==> config.mk <==
export PLATFORM = sky130hd
export DESIGN_NAME = mem_wb_pipe_reg
export DESIGN_NICKNAME = d
export VERILOG_FILES = /design/src/rtl/mem_wb_pkg.sv /design/src/rtl/skid_buffer.sv /design/src/rtl/mem_wb_pipe_reg.sv
export SDC_FILE = /design/constraint.sdc
export NUM_CORES = 1
export LEC_CHECK = 0
export CORE_ASPECT_RATIO = 0.9
export CORE_MARGIN = 4
export CORE_UTILIZATION = 31
export DETAILED_ROUTE_END_ITERATION = 10
export HOLD_SLACK_MARGIN = 0.06
export PLACE_DENSITY = 0.6
export RECOVER_POWER = 100
export SKIP_CTS_REPAIR_TIMING = 1
export SYNTH_ARGS = -nofsm -noshare
export SYNTH_HDL_FRONTEND = slang
export SYNTH_SLANG_ARGS = --single-unit
export TNS_END_PERCENT = 30
==> constraint.sdc <==
create_clock -name clk -period 1.55 [get_ports clk]
set_clock_uncertainty 0.05 [all_clocks]
set_input_delay 0.31 -clock clk [delete_from_list [all_inputs] [get_ports clk]]
set_output_delay 0.31 -clock clk [all_outputs]
set_load 0.01 [all_outputs]
==> src/rtl/mem_wb_pkg.sv <==
// Shared types and width helpers for the MEM->WB pipeline register.
package mem_wb_pkg;

   localparam int DATA_W_D = 32;
   localparam int PC_W_D   = 32;
   localparam int DEST_W_D = 5;

   typedef struct packed {
      logic                wb_en;
      logic                mem_r_en;
      logic [DATA_W_D-1:0] alu_result;
      logic [DATA_W_D-1:0] mem_read_value;
      logic [DEST_W_D-1:0] dest;
      logic [PC_W_D-1:0]   pc;
   } mem_wb_payload_t;

   localparam int PAYLOAD_W_D = $bits(mem_wb_payload_t);

   // Payload width for non-default field widths; field order matches mem_wb_payload_t.
   function automatic int payload_w(input int data_w, input int pc_w, input int dest_w);
      return 2 + 2 * data_w + dest_w + pc_w;
   endfunction

endpackage

==> src/rtl/skid_buffer.sv <==
// Two-slot valid/ready skid buffer on an opaque payload; ready is registered.
module skid_buffer #(
   parameter int W = 8
) (
   input  logic         clk,
   input  logic         rst,
   input  logic         flush,
   input  logic         in_valid,
   output logic         in_ready,
   input  logic [W-1:0] in_data,
   output logic         out_valid,
   input  logic         out_ready,
   output logic [W-1:0] out_data
);

   logic         main_vld, skid_vld;
   logic [W-1:0] main_dat, skid_dat;
   logic         accept, consume;

   assign in_ready  = ~skid_vld;
   assign out_valid = main_vld;
   assign out_data  = main_dat;
   assign accept    = in_valid & ~skid_vld;
   assign consume   = main_vld & out_ready;

   // Invalid slots always hold zero data so downstream never sees stale payload.
   always_ff @(posedge clk or negedge rst) begin
      if (!rst) begin
         main_vld <= 1'b0;
         main_dat <= '0;
         skid_vld <= 1'b0;
         skid_dat <= '0;
      end else if (flush) begin
         main_vld <= 1'b0;
         main_dat <= '0;
         skid_vld <= 1'b0;
         skid_dat <= '0;
      end else if (skid_vld && consume) begin
         main_vld <= 1'b1;
         main_dat <= skid_dat;
         skid_vld <= 1'b0;
         skid_dat <= '0;
      end else if (accept && (!main_vld || consume)) begin
         main_vld <= 1'b1;
         main_dat <= in_data;
      end else if (accept) begin
         skid_vld <= 1'b1;
         skid_dat <= in_data;
      end else if (consume) begin
         main_vld <= 1'b0;
         main_dat <= '0;
      end
   end

endmodule

==> src/rtl/mem_wb_pipe_reg.sv <==
// MEM->WB pipeline register with skid-buffered handshake, flush and bubble-safe controls.
// Optional stall/flush performance counters under PIPE_REG_PERF_EN.
module mem_wb_pipe_reg
   import mem_wb_pkg::*;
#(
   parameter int DATA_W = DATA_W_D,
   parameter int PC_W   = PC_W_D,
   parameter int DEST_W = DEST_W_D,
   parameter int CNT_W  = 16
) (
   input  logic              clk,
   input  logic              rst,
   input  logic              flush,
   input  logic              in_valid,
   output logic              in_ready,
   input  logic              in_wb_en,
   input  logic              in_mem_r_en,
   input  logic [DATA_W-1:0] in_alu_result,
   input  logic [DATA_W-1:0] in_mem_read_value,
   input  logic [DEST_W-1:0] in_dest,
   input  logic [PC_W-1:0]   in_pc,
   output logic              out_valid,
   input  logic              out_ready,
   output logic              out_wb_en,
   output logic              out_mem_r_en,
   output logic [DATA_W-1:0] out_alu_result,
   output logic [DATA_W-1:0] out_mem_read_value,
   output logic [DEST_W-1:0] out_dest,
   output logic [PC_W-1:0]   out_pc
`ifdef PIPE_REG_PERF_EN
   ,
   output logic [CNT_W-1:0]  stall_cnt,
   output logic [CNT_W-1:0]  flush_cnt
`endif
);

   localparam int W = payload_w(DATA_W, PC_W, DEST_W);

   logic [W-1:0] in_pl, out_pl;
   logic         pl_wb_en, pl_mem_r_en;

   assign in_pl = {in_wb_en, in_mem_r_en, in_alu_result, in_mem_read_value, in_dest, in_pc};

   skid_buffer #(.W(W)) u_skid (
      .clk       (clk),
      .rst       (rst),
      .flush     (flush),
      .in_valid  (in_valid),
      .in_ready  (in_ready),
      .in_data   (in_pl),
      .out_valid (out_valid),
      .out_ready (out_ready),
      .out_data  (out_pl)
   );

   assign {pl_wb_en, pl_mem_r_en, out_alu_result, out_mem_read_value, out_dest, out_pc} = out_pl;

   // Control bits gated by valid so a bubble can never write the register file.
   assign out_wb_en    = out_valid & pl_wb_en;
   assign out_mem_r_en = out_valid & pl_mem_r_en;

`ifdef PIPE_REG_PERF_EN
   always_ff @(posedge clk or negedge rst) begin
      if (!rst) begin
         stall_cnt <= '0;
         flush_cnt <= '0;
      end else begin
         if (out_valid && !out_ready && !(&stall_cnt)) stall_cnt <= stall_cnt + 1'b1;
         if (flush && !(&flush_cnt))                   flush_cnt <= flush_cnt + 1'b1;
      end
   end
`else
   logic unused_cnt_w;
   assign unused_cnt_w = ^CNT_W;
`endif

endmodule
==> flow_metrics.env <==
export IMPL_whs_path_depth=4
export IMPL_cts_buffer_depth=3
export IMPL_dr_pass1_iters=4
export IMPL_fillers=2783
export IMPL_tightestPinTransition_ns=0.750
export IMPL_start_kind="register"
export IMPL_finalCritPeriodShare_pct=112
export IMPL_die_area_um2=33100
export IMPL_grt_pass1_vias=7271
export IMPL_met1_length_um=13000
export IMPL_grt_overflow=0
export IMPL_place_gp_congestion=0.729
export IMPL_htree_levels=1
export IMPL_cts_buffers=22
export IMPL_vdd_drop_max_mv=0.615
export IMPL_wl_met2_um=12400
export IMPL_synth_cells=729
export IMPL_viasPerCell=5.63
export IMPL_period_needed_ns=1.73
export IMPL_synth_compound_area_share_pct=30.6
export IMPL_cp_slowest_stage_delay_ns=0.44
export IMPL_cts_tree="done"
export IMPL_synth_top_family_by_area="compound AO/OA/AOI/OAI gates"
export IMPL_ys_async_sr_fraction_pct=100
export IMPL_crit_path_end_kind="output pin"
export IMPL_port_buffers=212
export IMPL_core_region_area_um2=29900
export IMPL_clk_root_buffer_cell="clkbuf_16"
export IMPL_grt_max_degree=51
export IMPL_cp_slowest_cell="dfrtp_2"
export IMPL_final_layout_size_suffix_gt1_share_pct=15.5
export IMPL_area_delta_synth_final_pct=35.3
export IMPL_antenna_left=0
export IMPL_synth_most_common_cell="dfrtp_1"
export IMPL_hold_viol=0
export IMPL_synthSimpleGateAreaFrac_pct=0.894
export IMPL_finalPower_uw=12700
export IMPL_grt_antenna_before_repair=1
export IMPL_yosys_top_cells_count="208 x dfrtp_1, 103 x a32o_1, 103 x o2bb2ai_1"
export IMPL_grt_pass1_wl_um=43700
export IMPL_clock_latency_ns=0.50
export IMPL_die_w_um=191
export IMPL_drc=0
export IMPL_synth_mux_area_share_pct=0
export IMPL_fin_ws_ns=-0.182
export IMPL_yosys_warnings=0
export IMPL_path_class="reg2out"
export IMPL_power_density_nw_per_um2=1000
export IMPL_ioPinCount=213
export IMPL_violations="setup timing"
export IMPL_fin_cells=1250
export IMPL_cp_data_required_time_ns=1.19
export IMPL_wirelength_um=27900
export IMPL_worstRegToRegCells=5
export IMPL_slew_violations=0
export IMPL_wl_per_cell_um=22.3
export IMPL_yosys_area_top_type="dfrtp_1"
export IMPL_num_rows=60
export IMPL_synth_nets=837
export IMPL_topRoutingLayerUsed="met5"
export IMPL_synth_area_leaders="dfrtp_1 56%, a32o_1 11%, o2bb2ai_1 9.6%, a32oi_1 9.5%, buf_4 8.2%"
export IMPL_dp_slack_ns=-0.486
export IMPL_dp_hpwl_um=17600
export IMPL_track_usage_pct=16.1
export IMPL_crit_fanout=5
export IMPL_path_cells="buf_12, and2_1, clkbuf_2"
export IMPL_clock_sinks=208
export IMPL_dp_cells=1209
export IMPL_arrival_ns=1.37
export IMPL_hp_class="in2reg"
export IMPL_die_height_um=173
export IMPL_ys_seq_area_share_pct=55.5
export IMPL_antenna_cells=0
export IMPL_vias=7034
export IMPL_relSlewSlack_pct=50.0
export IMPL_synth_fa_ha_area_share_pct=0
export IMPL_rsz0062_at_grt="yes"
export IMPL_power_leakage_uw=0.00657
export IMPL_finalSetupViolations=200
export IMPL_drt_initial_drc_count=519
export IMPL_synth_area_per_cell_um2=12.9
export IMPL_ys_flop_type="dfrtp_1"
export IMPL_yosysTopAreaCellShare_pct=55.5
export IMPL_syn_area_um2=9380
export IMPL_synth_distinct_cells=23
export IMPL_clkTransAtPathRegs_ns=0.06
export IMPL_max_cap_violations=0
export IMPL_synth_edf_count=0
export IMPL_yosys_area_share_xor_xnor_pct=0
export IMPL_wl_met3_um=2170
export IMPL_fmax_mhz=577
export IMPL_synth_seq_cells=208
export IMPL_outcome="finished, violations left"
export IMPL_fin_nets=943
export IMPL_start_util_pct=31.4
## path summary, 6_finish.rpt
kind                       slack (ns)                    to                start
min                              0.32  u_skid.out_data[102]                flush
max reg2reg                     -0.10   u_skid.skid_dat[70]      u_skid.skid_vld
max                             -0.18             out_wb_en     u_skid.out_valid
min in group asynchronous        0.40   u_skid.out_data[32]                  rst
min reg2reg                      0.43   u_skid.out_data[80]  u_skid.out_data[80]
max in group asynchronous        0.15       u_skid.skid_vld                  rst
## cell type report
type	instances	area (um2)	share of cell area, %
sequential	208	5210	41.0
clock buffer	34	647	5.10
timing repair buffer	275	3120	24.6
clock inverter	2	10.0	0.0789
multi-input combinational	326	3190	25.1
inverter	2	8.76	0.0690
tap	403	504	3.97
## through the flow
| stage | setup TNS, ns | hold slack [ns] | area [um2] | util, % |
|---|---|---|---|---|
| global route | -26.24 | 0.335 | 12700 | 42.5 |
| detailed placement | -83.57 | 0.223 | 11600 | 38.8 |
| global placement | -79.71 | 0.218 | 11600 | 38.8 |
| CTS | -34.63 | -0.316 | 12200 | 41.0 |
| floorplan | 0 | -0.0356 | 9380 | - |
| finish | -9.04 | 0.317 | 12700 | 42.5 |
## report_power, final
group          switching [uW]  internal (uW)
logic                     945            954
registers                 158           5680
clock network            2100           2850
## cells in the final DEF (no fill, tap or decap)
| cell | count |
|---|---|
| buf_4 | 26 |
| a31oi_1 | 1 |
| clkbuf_4 | 4 |
| clkbuf_1 | 8 |
| buf_6 | 10 |
| a32oi_1 | 78 |
| and4_1 | 1 |
| a32oi_2 | 24 |
| a211oi_1 | 1 |
| and2_1 | 2 |
| and2_4 | 1 |
| dfrtp_1 | 206 |
| nand2b_4 | 1 |
| dfrtp_2 | 2 |
| nand2b_1 | 1 |
| clkbuf_8 | 3 |
| nor3b_4 | 1 |
| dlygate4sd3_1 | 1 |
| clkdlybuf4s50_1 | 105 |
| o21ai_4 | 1 |
| o2bb2ai_2 | 1 |
| a32o_1 | 103 |
| nor2b_4 | 1 |
| clkbuf_16 | 24 |
| clkinv_2 | 3 |
| buf_2 | 1 |
| a211oi_4 | 1 |
| o2bb2ai_1 | 102 |
| nor3b_1 | 2 |
| dlymetal6s2s_1 | 101 |
| clkbuf_2 | 6 |
| and3_4 | 1 |
| buf_12 | 20 |
| a21oi_1 | 2 |
| inv_1 | 1 |
| nor2_1 | 1 |
## per-layer routing
| metal | up-vias | global-route usage [%] |
|---|---|---|
| li1 | 3094 | - |
| met1 | 3642 | 24.0 |
| met2 | 274 | 24.2 |
| met3 | 22 | 3.98 |
| met4 | 2 | 2.30 |
| met5 | - | 0 |
## logic make-up after synthesis
| group | Yosys count |
|---|---|
| AOI/OAI and AO/OA | 314 |
| DFF | 208 |
| buffers and inverters | 195 |
| and+or+nand+nor | 12 |
## worst max-delay path: cells and delay by family, from the launching register on
kind,cells,cell delay (ns)
DFF,1,0.44
and+or+nand+nor,1,0.15
buffers and inverters,2,0.27
## state kept, by name, indices dropped and copies added, names as in the netlist
| name | count |
|---|---|
| u_skid.out_data | 103 |
| u_skid.skid_dat | 103 |
| u_skid.out_valid | 1 |
| u_skid.skid_vld | 1 |
No activity file was read; power rests on OpenSTA's default activity.
==> RTL edit, RTL diff (same settings) <==
The option `PIPE_REG_PERF_EN` is turned on by a define.
--- a/src/rtl/mem_wb_pipe_reg.sv
+++ b/src/rtl/mem_wb_pipe_reg.sv
@@ -1,5 +1,7 @@
 // MEM->WB pipeline register with skid-buffered handshake, flush and bubble-safe controls.
 // Optional stall/flush performance counters under PIPE_REG_PERF_EN.
+`define PIPE_REG_PERF_EN
+
 module mem_wb_pipe_reg
    import mem_wb_pkg::*;
 #(
Behaviour (old outputs only; new: flush_cnt and stall_cnt): same outputs for any inputs over 4 cycles, from zero or initial values and one cycle with rst low; that may be too few to reach the edited logic, so the function may still have changed.
==> RTL edit against the original RTL <==
  * Setup slack worse by 0.086 ns
  * Synthesized cell count up 30%
  * Area after synthesis up 12%
  * Utilization up 4.6 points
  * Sequential cell count up 32
  * Fmax down 4.7%
  * The run still ends with negative setup slack left
  * Hold slack worse by 0.078 ns
  * Final area up 23%
  * Routed wire length up 22%
  * Largest cell class unchanged
  * Non-clock buffer count up 119
  * Largest power group is now clock
  * Total power up 35%
  * Via count up 20%
  * Register-to-register slack worse by 0.08 ns
==> RTL edit: results (changes against the original RTL) <==
- Instance count along the most critical hold path: 3 (-1)
- DRC violation total after the first TritonRoute iteration: 484 (-6.7%)
- Setup slack at placement: -0.517 ns (-0.0310 ns)
- The number of input and output port buffers inserted came to 244 (+15%).
- Net switching fraction of the power: 0.256 (+0.00287)
- Critical Path Fanout Max: 3 (-2)
- Global-route wire length before repair: 47,200 um (+8.2%)
- Peak VDD IR: 0.000885 V (+44%)
- Ratio of cells with drive above 1 in the final layout: 0.243 (+0.0884)
- The static power due to leakage is 8.21 nW (+25%).
* Result of the run: finished, violations left
- Largest cells by area after synthesis: sky130_fd_sc_hd__dfrtp_1, sky130_fd_sc_hd__a22o_1, sky130_fd_sc_hd__a22oi_1
- The via count of the first global-routing pass was 8,160 (+12%).
- Gr usage total: 0.156 (-0.00452)
- The total nets after synthesis was 1,056 (+26%).
* Count of different cell masters after synthesis: 39 (+70%)
- The largest net degree at the start of global routing is 57 (+12%).
- The post-DP HPWL is 19,700 um (+12%).
- Final GP Congestion: 0.802 (+10%)
- Worst Path Arrival: 1.46 ns (+0.09 ns)
* Antenna diode count: 0 (unchanged)
- Number of cell instances on the worst register-to-register path: 5 (unchanged)
* Clock transition at path regs: 0.06 ns (about the same)
- The number of setup violations in the final report is 232 (+16%).
- Compound-cell area share of the yosys netlist: 0.217 (-0.0884)
* Class of the tightest hold or removal check: in2reg
* Mean number of vias per cell: 5.07 (-10%)
* Xor/xnor cell area share of the yosys netlist: 0.0234 (+0.0234)
* Count of TritonRoute iterations in the first routing pass: 5 (+1)
* Part of the Yosys area used for sequential elements: 0.573 (+0.0176)
- The headroom to the max-slew limit is 0.520 (+0.0201).
- Clock Path Buffers: 3 (unchanged)
* Yosys warning count: 0 (unchanged)
- The clock insertion delay at the later pin of the skew report came to 0.53 ns (+0.03 ns).
* Async set-reset flop share out of synthesis: 1.00 (unchanged)
- Nets: 1,309 (+39%)
* Violated checks: negative setup slack
* Sum Neg Setup Slack: -16.58 ns (-7.54 ns)
* Post-synth top cells: sky130_fd_sc_hd__dfrtp_1, sky130_fd_sc_hd__nand2_1, sky130_fd_sc_hd__a22o_1, sky130_fd_sc_hd__a22oi_1, sky130_fd_sc_hd__buf_4
- CTS Root Cell: sky130_fd_sc_hd__clkbuf_16
- Number of buffers inserted during clock tree synthesis: 28 (+27%)
- Adder-cell share of the synthesized area: 0.00239 (+0.00239)
- FILL cells: 2,989 (+7.4%)
- Antenna violations before repair: 3 (+2)
* Portion of netlist area occupied by mux cells: 0.00322 (+0.00322)
* Post-route setup slack: -0.268 ns (-0.0862 ns)
- Routed length per placed instance: 20.3 um (-9.0%)
[RTL edit: cell types whose count changed in the layout (fill, tap and decap cells not counted), sizes merged, moves of 24 or more]
cell,unedited run,this run
o21ai,1,108
xor2,0,24
nand2,0,112
clkbuf,45,84
a22o,0,103
a32oi,102,0
a32o,103,0
a22oi,0,103
dfrtp,208,240
buf,57,154
o2bb2ai,103,0
[RTL edit: area by class of cell]
| type | count | area (um2) | area share |
|---|---|---|---|
| Clock buffer | 37 | 806 | 0.0516 |
| Clock inverter | 12 | 191 | 0.0123 |
| Inverter | 4 | 15.0 | 0.000962 |
| Multi-Input combinational cell | 531 | 3690 | 0.237 |
| Sequential cell | 240 | 6010 | 0.386 |
| Tap cell | 455 | 569 | 0.0365 |
| Timing Repair Buffer | 394 | 4310 | 0.276 |
[RTL edit: final timing paths]
path                                           from                  end  slack, ns
worst max-delay path               u_skid.out_valid            out_wb_en      -0.27
worst min-delay path                          flush  u_skid.skid_dat[10]       0.24
worst min register to register  u_skid.out_data[69]  u_skid.out_data[69]       0.43
worst max register to register        stall_cnt[12]         stall_cnt[7]      -0.18
min in group asynchronous                       rst  u_skid.out_data[26]       0.34
max in group asynchronous                       rst  u_skid.out_data[56]       0.17
[RTL edit: power groups by stage]
stage               Clock [mW]  Combinational [mW]  Sequential, mW
global placement             0                2.69            7.07
floorplan                    0                1.12            7.13
detailed placement           0                2.72            7.07
finish                    7.08                3.10            6.98
CTS                       7.25                2.74            6.98
global route              7.52                3.35            7.03
[RTL edit: worst max-delay path: stages, from the launching register on]
cell and delay, ns:
sky130_fd_sc_hd__dfrtp_2 0.43, sky130_fd_sc_hd__buf_4 0.15, sky130_fd_sc_hd__buf_6 0.10, sky130_fd_sc_hd__and2_4 0.12
sky130_fd_sc_hd__buf_6 0.12
[RTL edit: metal layers]
| metal | vias to the layer above | GRT usage | part of all wire |
|---|---|---|---|
| met2 | 320 | 0.241 | 0.46 |
| met1 | 4245 | 0.225 | 0.45 |
| met5 | - | 0 | 0.0012 |
| met4 | 6 | 0.0323 | 0.023 |
| met3 | 58 | 0.0382 | 0.067 |
| li1 | 3845 | - | - |
[RTL edit: metrics by stage]
step | total power [mW] | std cells | area, um2 | hold slack, ns | util
finish | 17.2 | 1673 | 15600 | 0.239 | 0.470
global route | 17.9 | 1673 | 15600 | 0.225 | 0.470
CTS | 17.0 | 1614 | 14400 | -0.352 | 0.435
detailed placement | 9.80 | 1565 | 13400 | 0.224 | 0.405
global placement | 9.77 | 1565 | 13400 | 0.222 | 0.405
floorplan | 8.26 | 946 | 10500 | -0.0356 | -
